`src/rtl/hilo_pkg.sv`:
```
// hilo_pkg: shared types and defaults for the HI/LO register controller.
//   state_t                 - controller FSM encoding
//   TIMEOUT_CYCLES_DEFAULT  - default cycle budget for a multiply/divide
package hilo_pkg;

    typedef enum logic [1:0] {
        IDLE     = 2'd0,
        RUN_MULT = 2'd1,
        RUN_DIV  = 2'd2
    } state_t;

    localparam int TIMEOUT_CYCLES_DEFAULT = 40;

endpackage

```
`src/rtl/hilo_op_timer.sv`:
```
// op_timer: run-cycle counter with timeout compare.
//   clk     in   system clock
//   reset   in   synchronous active-high reset
//   clear   in   force the count to 0
//   enable  in   advance the count by one this cycle
//   expired out  count has reached TIMEOUT_CYCLES-1
module op_timer
    import hilo_pkg::*;
#(
    parameter int TIMEOUT_CYCLES = TIMEOUT_CYCLES_DEFAULT
) (
    input  logic clk,
    input  logic reset,
    input  logic clear,
    input  logic enable,
    output logic expired
);

    localparam int W = $clog2(TIMEOUT_CYCLES + 1);
    localparam logic [W-1:0] LAST = W'(TIMEOUT_CYCLES - 1);

    logic [W-1:0] count;

    always_ff @(posedge clk) begin
        if (reset || clear) begin
            count <= '0;
        end else if (enable && (count != LAST)) begin
            count <= count + W'(1);
        end
    end

    assign expired = (count == LAST);

endmodule

```
`src/rtl/hilo_ctrl.sv`:
```
// hilo_ctrl: sequences multiply/divide operations and owns the HI/LO registers.
//   clk, reset            clock and synchronous active-high reset
//   start_mult, start_div operation requests (ignored while busy)
//   mthi, mtlo, wdata     direct HI/LO writes (IDLE only)
//   mult_done, mult_hi/lo multiplier completion and result
//   div_done, div_zero,
//   div_hi/lo             divider completion, divide-by-zero flag, result
//   mult_init, div_init   unit run enables
//   busy                  stall request
//   hi, lo                architectural HI/LO
//   div_zero_exc          one-cycle divide-by-zero pulse
//   timeout_err           one-cycle abort pulse
//
// state    | meaning
// IDLE     | no operation; accepts starts and mthi/mtlo
// RUN_MULT | multiplier running, waiting for mult_done or timeout
// RUN_DIV  | divider running, waiting for div_zero/div_done or timeout
module hilo_ctrl
    import hilo_pkg::*;
#(
    parameter int TIMEOUT_CYCLES = TIMEOUT_CYCLES_DEFAULT
) (
    input  logic        clk,
    input  logic        reset,
    input  logic        start_mult,
    input  logic        start_div,
    input  logic        mthi,
    input  logic        mtlo,
    input  logic [31:0] wdata,
    input  logic        mult_done,
    input  logic [31:0] mult_hi,
    input  logic [31:0] mult_lo,
    input  logic        div_done,
    input  logic        div_zero,
    input  logic [31:0] div_hi,
    input  logic [31:0] div_lo,
    output logic        mult_init,
    output logic        div_init,
    output logic        busy,
    output logic [31:0] hi,
    output logic [31:0] lo,
    output logic        div_zero_exc,
    output logic        timeout_err
);

    state_t      state, state_next;
    logic [31:0] hi_next, lo_next;
    logic        zero_exc_next, timeout_next;
    logic        expired;

    // Counter sits at 0 throughout IDLE, so every RUN_* entry starts from 0.
    op_timer #(
        .TIMEOUT_CYCLES(TIMEOUT_CYCLES)
    ) u_timer (
        .clk    (clk),
        .reset  (reset),
        .clear  (state == IDLE),
        .enable (state != IDLE),
        .expired(expired)
    );

    always_ff @(posedge clk) begin
        if (reset) begin
            state        <= IDLE;
            hi           <= '0;
            lo           <= '0;
            div_zero_exc <= 1'b0;
            timeout_err  <= 1'b0;
        end else begin
            state        <= state_next;
            hi           <= hi_next;
            lo           <= lo_next;
            div_zero_exc <= zero_exc_next;
            timeout_err  <= timeout_next;
        end
    end

    always_comb begin
        state_next    = state;
        hi_next       = hi;
        lo_next       = lo;
        zero_exc_next = 1'b0;
        timeout_next  = 1'b0;
        case (state)
            IDLE: begin
                if (mthi) hi_next = wdata;
                if (mtlo) lo_next = wdata;
                if (start_div) begin
                    state_next = RUN_DIV;
                end else if (start_mult) begin
                    state_next = RUN_MULT;
                end
            end
            RUN_MULT: begin
                if (mult_done) begin
                    hi_next    = mult_hi;
                    lo_next    = mult_lo;
                    state_next = IDLE;
                end else if (expired) begin
                    timeout_next = 1'b1;
                    state_next   = IDLE;
                end
            end
            RUN_DIV: begin
                if (div_zero) begin
                    zero_exc_next = 1'b1;
                    state_next    = IDLE;
                end else if (div_done) begin
                    hi_next    = div_hi;
                    lo_next    = div_lo;
                    state_next = IDLE;
                end else if (expired) begin
                    timeout_next = 1'b1;
                    state_next   = IDLE;
                end
            end
            default: state_next = IDLE;
        endcase
    end

    assign busy      = (state != IDLE);
    assign mult_init = (state == RUN_MULT);
    assign div_init  = (state == RUN_DIV);

endmodule

```
`config.mk`:
```
export PLATFORM = sky130hd
export DESIGN_NAME = hilo_ctrl
export DESIGN_NICKNAME = d
export VERILOG_FILES = /design/src/rtl/hilo_pkg.sv /design/src/rtl/hilo_op_timer.sv /design/src/rtl/hilo_ctrl.sv
export SDC_FILE = /design/constraint.sdc
export NUM_CORES = 1
export LEC_CHECK = 0
export CORE_UTILIZATION = 35
export DETAILED_ROUTE_END_ITERATION = 7
export GPL_TIMING_DRIVEN = 0
export PLACE_DENSITY = 0.84
export SETUP_SLACK_MARGIN = 0.5
export SYNTH_ARGS = -nofsm -noshare
export SYNTH_HDL_FRONTEND = slang
export SYNTH_SLANG_ARGS = --single-unit
export TNS_END_PERCENT = 10
```
`constraint.sdc`:
```
create_clock -name clk -period 2.4 [get_ports clk]
set_clock_uncertainty 0.05 [all_clocks]
set_input_delay 0.48 -clock clk [delete_from_list [all_inputs] [get_ports clk]]
set_output_delay 0.48 -clock clk [all_outputs]
set_load 0.02 [all_outputs]
```
==> reports/results.txt, run 1 <==
Yosys reg bits: 74
Die Ht: 112 microns
Synthesized cell area: 4260 sq um
H-tree Lvls: 3
Cell variety after synth: 36
Setup crit end kind: register
Power per cell area: 623 nW/um^2
CTS tree: done
Initial antenna violation count: 0
Largest net degree at the start of global routing: 13
Vias post-DR: 4,696
Top cells by area, synth: dfxtp_1 35%, mux2_2 16%, a22oi_1 11%, nor2b_1 9.4%, a21oi_1 7.9%
Crit-path cells: inv_2, ha_4, buf_6, mux2_4, o211ai_4, buf_12, clkbuf_16, mux2_4
Drt total wl: 17,000 microns
Leakage: 2.91 nW
Post-synth top area cell: dfxtp_1
Crit path top cell by count: mux2_4
CORE AREA: 11,700 sq um
Dpl hpwl: 12,900 microns
Final worst path period need: 1.92 ns
Die Area: 12,600 sq um
Syn_nets: 635
RSZ-0062 raised after global routing: yes
Met2 GRT Util: 0.463
TritonCTS buffer count: 9
Worst path required time: 2.56 ns
Met3 Track Usage GR: 0.0475
Max Root-Sink Buffers: 2
Root Driver: clkbuf_16
Initial Util: 0.366
Yosys top cell area share: 0.347
Maxcap violations: 0
# rows: 39
Area grow syn2layout: 75.8%
WP data arrival: 2.07 ns
Share of layout cells above drive strength 1: 0.196
CP Launch Type: register
Critical path's slowest cell: dfxtp_2
Relative slew slack: 0.629
Worst vdd ir: 353 uV
DRC: 0
Skew-Pair Late Insertion Delay: 0.33 ns
F_max: 522 MHz
Vias in the first global route: 4,879
All-Layer GR Usage: 0.257
Tcrit/Tclk final: 0.798
Clk slew on worst S/H paths: 0.06 ns
Antenna viol nets, final: 0
Slew Limit Fails: 0
I/O Buffers: 236
GRT busiest layer: met2
GR Overflow Total: 0
Post-layout util: 0.643
Status: finished, final reports clean
DR pass1 iterations: 4
Crit path largest cell delay: 0.33 ns
CTS Sinks: 74
YS warnings: 0
Mapped Cells: 461
Die width: 112 microns
Setup-failing EPs final: 0
Sequential share of the synthesized area: 0.347
Worst hold path class: register to register
Avg Cell Area, Syn: 9.25 sq um
First-pass GRT wire length: 24,900 microns
Least-Margin Pin Slew: 0.556 ns
Crit path from: state[1]
DR vias/cell: 5.42
Final GP Congestion: 0.829
Nets@finish: 893
Met1 Use GR: 0.293
CP Class: register to register
Fill count: 944
# diodes: 0
R2R Path Start: state[1]
Ports: 238
Wire length per cell: 19.6 microns
Hold Path Origin: u_timer.count[1]
Hold violation total from the final report: 0
Iteration-0 DRC Markers: 239
Fin Setup TNS: 0 ns
Critical Path Fanout Max: 5
==> flip-flops by register name (all words and copies together), names as in the netlist <==
| signal | cells |
|---|---|
| div_zero_exc | 1 |
| state | 2 |
| timeout_err | 1 |
| u_timer.count | 6 |
| hi | 32 |
| lo | 32 |
==> placed cells by master (no fill, tap or decap), types with 2 or more instances in the layout <==
cell type / count
clkdlybuf4s50_1: 232
dfxtp_1: 72
a21oi_1: 67
nor2b_1: 64
a22oi_1: 63
mux2_2: 44
o21bai_1: 21
mux2_4: 17
clkbuf_1: 13
o21bai_2: 11
clkbuf_16: 11
buf_2: 10
clkbuf_2: 8
buf_4: 7
nor2_1: 6
nand2_1: 5
inv_1: 4
buf_8: 4
buf_12: 4
nand3_1: 4
mux2_1: 4
buf_6: 3
nand2b_1: 3
clkbuf_4: 3
ha_1: 3
dlygate4sd2_1: 3
o41ai_1: 2
a211o_1: 2
o21ai_0: 2
nor3_1: 2
clkinv_2: 2
bufinv_16: 2
==> stage by stage <==
stage	power [W]	cell area, sq um	hold slack (ns)	instances	setup WS (ns)
2_1_floorplan	0.00226	4270	0.411	461	0.522
3_3_place_gp	0.00301	6810	0.423	840	0.0157
3_5_place_dp	0.00305	6810	0.445	840	-0.00973
4_1_cts	0.00457	7250	0.454	862	0.364
5_1_grt	0.00485	7490	0.488	867	0.445
6_report	0.00467	7490	0.452	867	0.484
==> power by group <==
part | switching (W) | internal (W)
Sequential | 0.0000758 | 0.00138
Combinational | 0.000786 | 0.000976
Clock | 0.000514 | 0.000935
Total | 0.00138 | 0.00329
==> layer usage <==
| layer | part of all wire | vias up |
|---|---|---|
| met1 | 0.41 | 2233 |
| li1 | - | 2204 |
| met4 | 0.031 | 0 |
| met5 | 0 | - |
| met2 | 0.50 | 220 |
| met3 | 0.066 | 39 |
==> cells in the mapped netlist, drive strengths merged <==
cell     count
a211o        2
a21boi       1
a21o         1
a21oi       67
a22oi       64
and2b        1
and4b        1
buf         20
clkbuf      23
dfxtp       74
ha           5
inv          6
mux2        65
nand2        5
nand2b       3
nand3        4
nand4b       1
nor2         6
nor2b       64
nor3         2
nor3b        1
o2111ai      1
o211ai       2
o21a         1
o21ai        2
o21bai      32
o41ai        2
or2          1
or3          1
or3b         2
xnor2        1
==> logic make-up after synthesis <==
group	count (synthesis)	share of synthesized area
fa+ha+maj	5	0.0147
compound gates	175	0.276
buf+inv	49	0.0575
mux	65	0.172
simple gates	92	0.130
flops	74	0.347
xor+xnor	1	0.00205
==> cell type report <==
| class | count | area (sq um) | share of cell area |
|---|---|---|---|
| inverters | 6 | 25.0 | 0.00334 |
| clock buffers | 11 | 243 | 0.0324 |
| flip-flops and latches | 74 | 1490 | 0.198 |
| plain buffers | 43 | 283 | 0.0377 |
| clock inverters | 5 | 77.6 | 0.0104 |
| repair buffers | 247 | 2540 | 0.339 |
| multi-input cells | 338 | 2660 | 0.355 |
| well taps | 143 | 179 | 0.0239 |
==> final timing paths <==
path | slack [ns] | to | cells after the start
worst min register to register | 0.45 | u_timer.count[1] | 2
worst max register to register | 0.48 | lo[14] | 8
worst min-delay path | 0.45 | u_timer.count[1] | 2
worst max-delay path | 0.48 | lo[14] | 8
==> worst max-delay path: cells and delay by family (launching register included) <==
family,cells,cell delay (ns)
AO/OA/AOI/OAI,1,0.11
adder cells (fa/ha/maj),1,0.23
buffers and inverters,4,0.50
flip-flops,1,0.33
multiplexers,2,0.57
==> what timing repair did <==
action | CTS | global route
resized for setup | 21 | 62
setup buffers | 5 | 3
pin swaps | 3 | 3
hold buffers | 0 | 0
setup endpoints to repair | 66 | 65
cloned | 1 | 2
Power figures use the tool's default switching activity.
==> inputs of run 2 (changes only) <==
==> constraint.sdc (replaced) <==
create_clock -name clk -period 1.85 [get_ports clk]
set_clock_uncertainty 0.05 [all_clocks]
set_input_delay 0.37 -clock clk [delete_from_list [all_inputs] [get_ports clk]]
set_output_delay 0.37 -clock clk [all_outputs]
set_load 0.02 [all_outputs]
==> reports/results.txt, run 2 (same netlist as run 1, synthesis figures left out) <==
DR vias/cell: 5.37
Largest net degree at the start of global routing: 12
All-Layer GR Usage: 0.270
Setup-failing EPs final: 27
Area grow syn2layout: 80.5%
WP data arrival: 2.09 ns
Leakage: 3.13 nW
Crit path largest cell delay: 0.36 ns
Die Area: 12,600 sq um
# diodes: 0
Crit-path cells: inv_4, ha_4, buf_8, mux2_4, o211ai_4, buf_12, buf_16, mux2_4
Ports: 238
Drt total wl: 17,500 microns
Least-Margin Pin Slew: 0.570 ns
Final worst path period need: 1.93 ns
Worst hold endpoint: div_zero_exc
Final GP Congestion: 0.867
Initial antenna violation count: 0
Failing checks: setup timing
RSZ-0062 raised after global routing: yes
First-pass GRT wire length: 26,100 microns
Antenna viol nets, final: 0
Dpl cell area: 6870 sq um
Share of layout cells above drive strength 1: 0.361
CTS tree: done
Worst path required time: 2.01 ns
Commonest cells after routing, fill and taps aside: 165 x clkdlybuf4s50_1, 70 x dfxtp_1, 67 x buf_2
Combinational power share: 0.389
Critical path's slowest cell: dfxtp_4
Wire length per cell: 20.1 microns
Dpl hpwl: 12,800 microns
Die width: 112 microns
Worst vdd ir: 465 uV
P_int: 0.00414 W
Initial Util: 0.366
F_max: 518 MHz
Vias in the first global route: 5,063
DR pass1 iterations: 4
Switch share: 0.309
Clk slew on worst S/H paths: 0.06 ns
WL met3: 1040 microns
Design area: 7690 sq um
Tcrit/Tclk final: 1.04
Iteration-0 DRC Markers: 172
CORE AREA: 11,700 sq um
# rows: 39
Hold path cells: 3
Worst reg-to-reg path cell count: 8
Vias post-DR: 4,675
CP Launch Type: register
Biggest regs: hi x32, lo x32, u_timer.count x6
Met2 routed WL: 9020 microns
Hold violation total from the final report: 0
Critical R2R Capture: lo[22]
Power per cell area: 779 nW/um^2
Relative slew slack: 0.620
Die Ht: 112 microns
Setup crit end kind: register
Crit path top cell by count: mux2_4
Fin worst setup slack: -0.0801 ns
Root Driver: clkbuf_16
Slew Limit Fails: 0
H-tree Lvls: 3
CTS Sinks: 74
TritonCTS buffer count: 9
Worst hold path class: input port to register
Skew-Pair Late Insertion Delay: 0.32 ns
CP Class: register to register
R2R Path Start: state[1]
Hold Slack: 0.401 ns
Part of the power in registers: 0.315
Commonest non-fill, non-tap cell in the layout: clkdlybuf4s50_1
Maxcap violations: 0
DRC: 0
Status: finished with violations
Top sig layer: met4
Post-Layout Cell Count: 871
GR Overflow Total: 0
Nets@finish: 897
I/O Buffers: 236
Critical Path Fanout Max: 7
R2r setup slk: -0.08 ns
Switching pwr: 0.00185 W
Placed Cells: 840
Clock share of power: 0.296
Hold Path Origin: div_zero
Max Root-Sink Buffers: 2
Wl on met1: 6980 microns
-- run 2: cell count changes in the layout (fill, tap and decap cells not counted), sizes merged --
cell	previous run	this run
clkbuf	36	33
clkinv	2	1
buf	29	106
bufinv	2	1
dlygate4sd2	3	2
clkdlybuf4s50	232	165
clkdlybuf4s15	1	2
clkinvlp	1	0
-- run 2: metrics by stage --
step                worst slack [ns]  power [W]  TNS [ns]  utilization
CTS                          -0.0920    0.00594     -1.88        0.658
floorplan                     0.0569    0.00298         0            -
detailed placement            -0.437    0.00400    -23.51        0.589
finish                       -0.0801    0.00600     -1.15        0.660
global route                  -0.123    0.00623     -2.62        0.660
global placement              -0.443    0.00395    -24.04        0.589
-- run 2: final cells by class --
cell class	instances	area, sq um
plain buffers	43	459
repair buffers	251	2210
multi-input cells	338	3020
clock buffers	14	264
flip-flops and latches	74	1490
inverters	6	32.5
well taps	143	179
fillers	930	3970
clock inverters	2	35.0
-- run 2: worst max path at each step --
stage          endpoint  slack, ns      from
2_1_floorplan    lo[17]       0.06  state[1]
3_3_place_gp      hi[1]      -0.44  div_zero
5_1_grt          lo[20]      -0.12  state[0]
4_1_cts           lo[2]      -0.09  state[1]
3_5_place_dp     hi[30]      -0.44  div_zero
6_report         lo[22]      -0.08  state[1]
-- run 2: critical path, delay by kind of cell (launching register included) --
kind / cells / cell delay (ns)
mux: 2 / 0.57
buf+inv: 4 / 0.45
flops: 1 / 0.36
fa+ha+maj: 1 / 0.23
compound gates: 1 / 0.17
-- run 2: metal layers --
metal  GRT usage  up-vias
met5           0        -
met4       0.109        0
met3      0.0578       34
met2       0.502      202
met1       0.299     2227
li1            -     2212
-- run 2: what timing repair did --
item | CTS | global route
setup buffers | 12 | 1
gates resized for setup | 366 | 89
hold buffers | 0 | 0
pin swaps | 15 | 8
endpoints found under the setup margin | 140 | 109
gates cloned | 2 | 0
-- run 2: power by group through the flow --
stage / clock network, W / logic (W) / registers (W)
4_1_cts: 0.00178 / 0.00227 / 0.00189
2_1_floorplan: 0 / 0.000834 / 0.00214
5_1_grt: 0.00187 / 0.00245 / 0.00191
6_report: 0.00177 / 0.00233 / 0.00189
3_3_place_gp: 0 / 0.00204 / 0.00191
3_5_place_dp: 0 / 0.00208 / 0.00192
==> inputs of run 3 (changes only) <==
--- a/config.mk
+++ b/config.mk
@@ -5,10 +5,10 @@
 export SDC_FILE = /design/constraint.sdc
 export NUM_CORES = 1
 export LEC_CHECK = 0
-export CORE_UTILIZATION = 35
+export CORE_UTILIZATION = 30
 export DETAILED_ROUTE_END_ITERATION = 7
 export GPL_TIMING_DRIVEN = 0
-export PLACE_DENSITY = 0.84
+export PLACE_DENSITY = 0.75
 export SETUP_SLACK_MARGIN = 0.5
 export SYNTH_ARGS = -nofsm -noshare
 export SYNTH_HDL_FRONTEND = slang
==> reports/results.txt, run 3 (same netlist as run 1, synthesis figures left out) <==
Status: finished with violations
Failing checks: setup timing
Final worst path period need: 1.96 ns
Root Driver: clkbuf_16
Commonest non-fill, non-tap cell in the layout: clkdlybuf4s50_1
DR vias/cell: 5.12
Least-Margin Pin Slew: 0.545 ns
RSZ-0062 raised after global routing: yes
Die width: 121 microns
Fin Setup TNS: -3.05 ns
Setup crit end kind: register
Vias in the first global route: 4,801
Maxcap violations: 0
Relative slew slack: 0.637
Setup crit end: lo[26]
Crit path max-delay family: multiplexers
DR pass1 iterations: 4
CTS tree: done
Critical Path Fanout Max: 7
Crit path from: state[1]
Fin worst setup slack: -0.114 ns
# rows: 43
GR Overflow Total: 0
Power per cell area: 809 nW/um^2
Worst reg-to-reg path cell count: 8
WP data arrival: 2.13 ns
Slew Limit Fails: 0
Worst vdd ir: 552 uV
Clk slew on worst S/H paths: 0.06 ns
CTS Sinks: 74
Drt total wl: 17,500 microns
Crit path largest cell delay: 0.37 ns
Hold_buf cts: 0
F_max: 509 MHz
Dpl hpwl: 13,400 microns
Share of layout cells above drive strength 1: 0.310
Wire length per cell: 19.4 microns
Max Root-Sink Buffers: 2
Commonest cells after routing, fill and taps aside: 167 x clkdlybuf4s50_1, 70 x dfxtp_1, 68 x buf_2
Largest net degree at the start of global routing: 12
Initial Util: 0.307
Fill count: 1,272
Nets@finish: 895
R2R Path Start: state[1]
CP Class: register to register
Final GP Congestion: 0.957
I/O Buffers: 236
Biggest regs: hi x32, lo x32, u_timer.count x6
Area taken by multi-input logic gates: 2750 sq um
Die Area: 14,700 sq um
R2r setup slk: -0.11 ns
Placed Cells: 877
Tcrit/Tclk final: 1.06
Initial antenna violation count: 0
Hold violation total from the final report: 0
Ports: 238
TritonCTS buffer count: 9
Cell depth of the worst setup path: 8
All-Layer GR Usage: 0.232
Setup-failing EPs final: 52
Area grow syn2layout: 72.4%
Vias post-DR: 4,631
Crit-path cells: inv_4, ha_4, buf_6, mux2_4, o211ai_4, buf_12, buf_12, mux2_4
CORE AREA: 13,900 sq um
Reg area: 1490 sq um
First-pass GRT wire length: 26,000 microns
Worst Path Buf+Inv: 4
Antenna viol nets, final: 0
DRC: 0
Leakage: 3.03 nW
Worst hold path class: input port to register
H-tree Lvls: 3
Critical path's slowest cell: dfxtp_4
Final Power: 0.00595 W
Die Ht: 121 microns
Worst path required time: 2.01 ns
# diodes: 0
Skew-Pair Late Insertion Delay: 0.33 ns
CP Launch Type: register
Critical R2R Capture: lo[26]
Post-Layout Cell Count: 905
Iteration-0 DRC Markers: 213
[run 3: cell types whose count changed in the layout (fill, tap and decap cells not counted), moves of 8 or more]
cell,change
o21bai_4,-9
o21bai_1,+20
o21bai_2,-11
a22oi_2,-12
mux2_4,-8
a22oi_1,+12
mux2_2,+8
[run 3: cell type report]
class	instances	share of cell area
well taps	180	0.0306
clock buffers	13	0.0354
repair buffers	249	0.304
multi-input cells	338	0.373
plain buffers	43	0.0414
flip-flops and latches	74	0.203
inverters	6	0.00374
clock inverters	2	0.00817
[run 3: worst min-delay path by stage]
stage	from	endpoint	cells after the start
6_report	reset	div_zero_exc	2
5_1_grt	reset	div_zero_exc	2
4_1_cts	reset	div_zero_exc	2
3_5_place_dp	u_timer.count[1]	u_timer.count[1]	2
3_3_place_gp	u_timer.count[1]	u_timer.count[1]	2
2_1_floorplan	u_timer.count[1]	u_timer.count[1]	2
[run 3: timing repair]
item / in CTS / in global routing
gates resized for setup: 287 / 77
setup endpoints to repair: 141 / 100
endpoints found under the hold margin: 0 / 0
pin swaps: 3 / 2
buffers inserted: 7 / 3
gates cloned: 2 / 1
[run 3: through the flow]
stage	worst slack, ns	hold WS (ns)	utilization	instance area, sq um
after floorplan	0.0569	0.411	-	4330
after global placement	-0.390	0.424	0.498	6920
after detailed placement	-0.430	0.477	0.498	6920
after CTS	-0.125	0.413	0.527	7310
after global routing	-0.166	0.441	0.530	7350
final	-0.114	0.439	0.530	7350
[run 3: power by group]
part	switching, W	internal (W)
Clock	0.000667	0.00125
Combinational	0.00102	0.00112
Sequential	0.0000964	0.00179
[run 3: per-layer routing]
layer,part of all wire,vias to the layer above,track usage
met2,0.51,141,0.400
met1,0.43,2255,0.288
li1,-,2215,-
met4,0.017,0,0.0795
met5,0,-,0
met3,0.050,20,0.0418
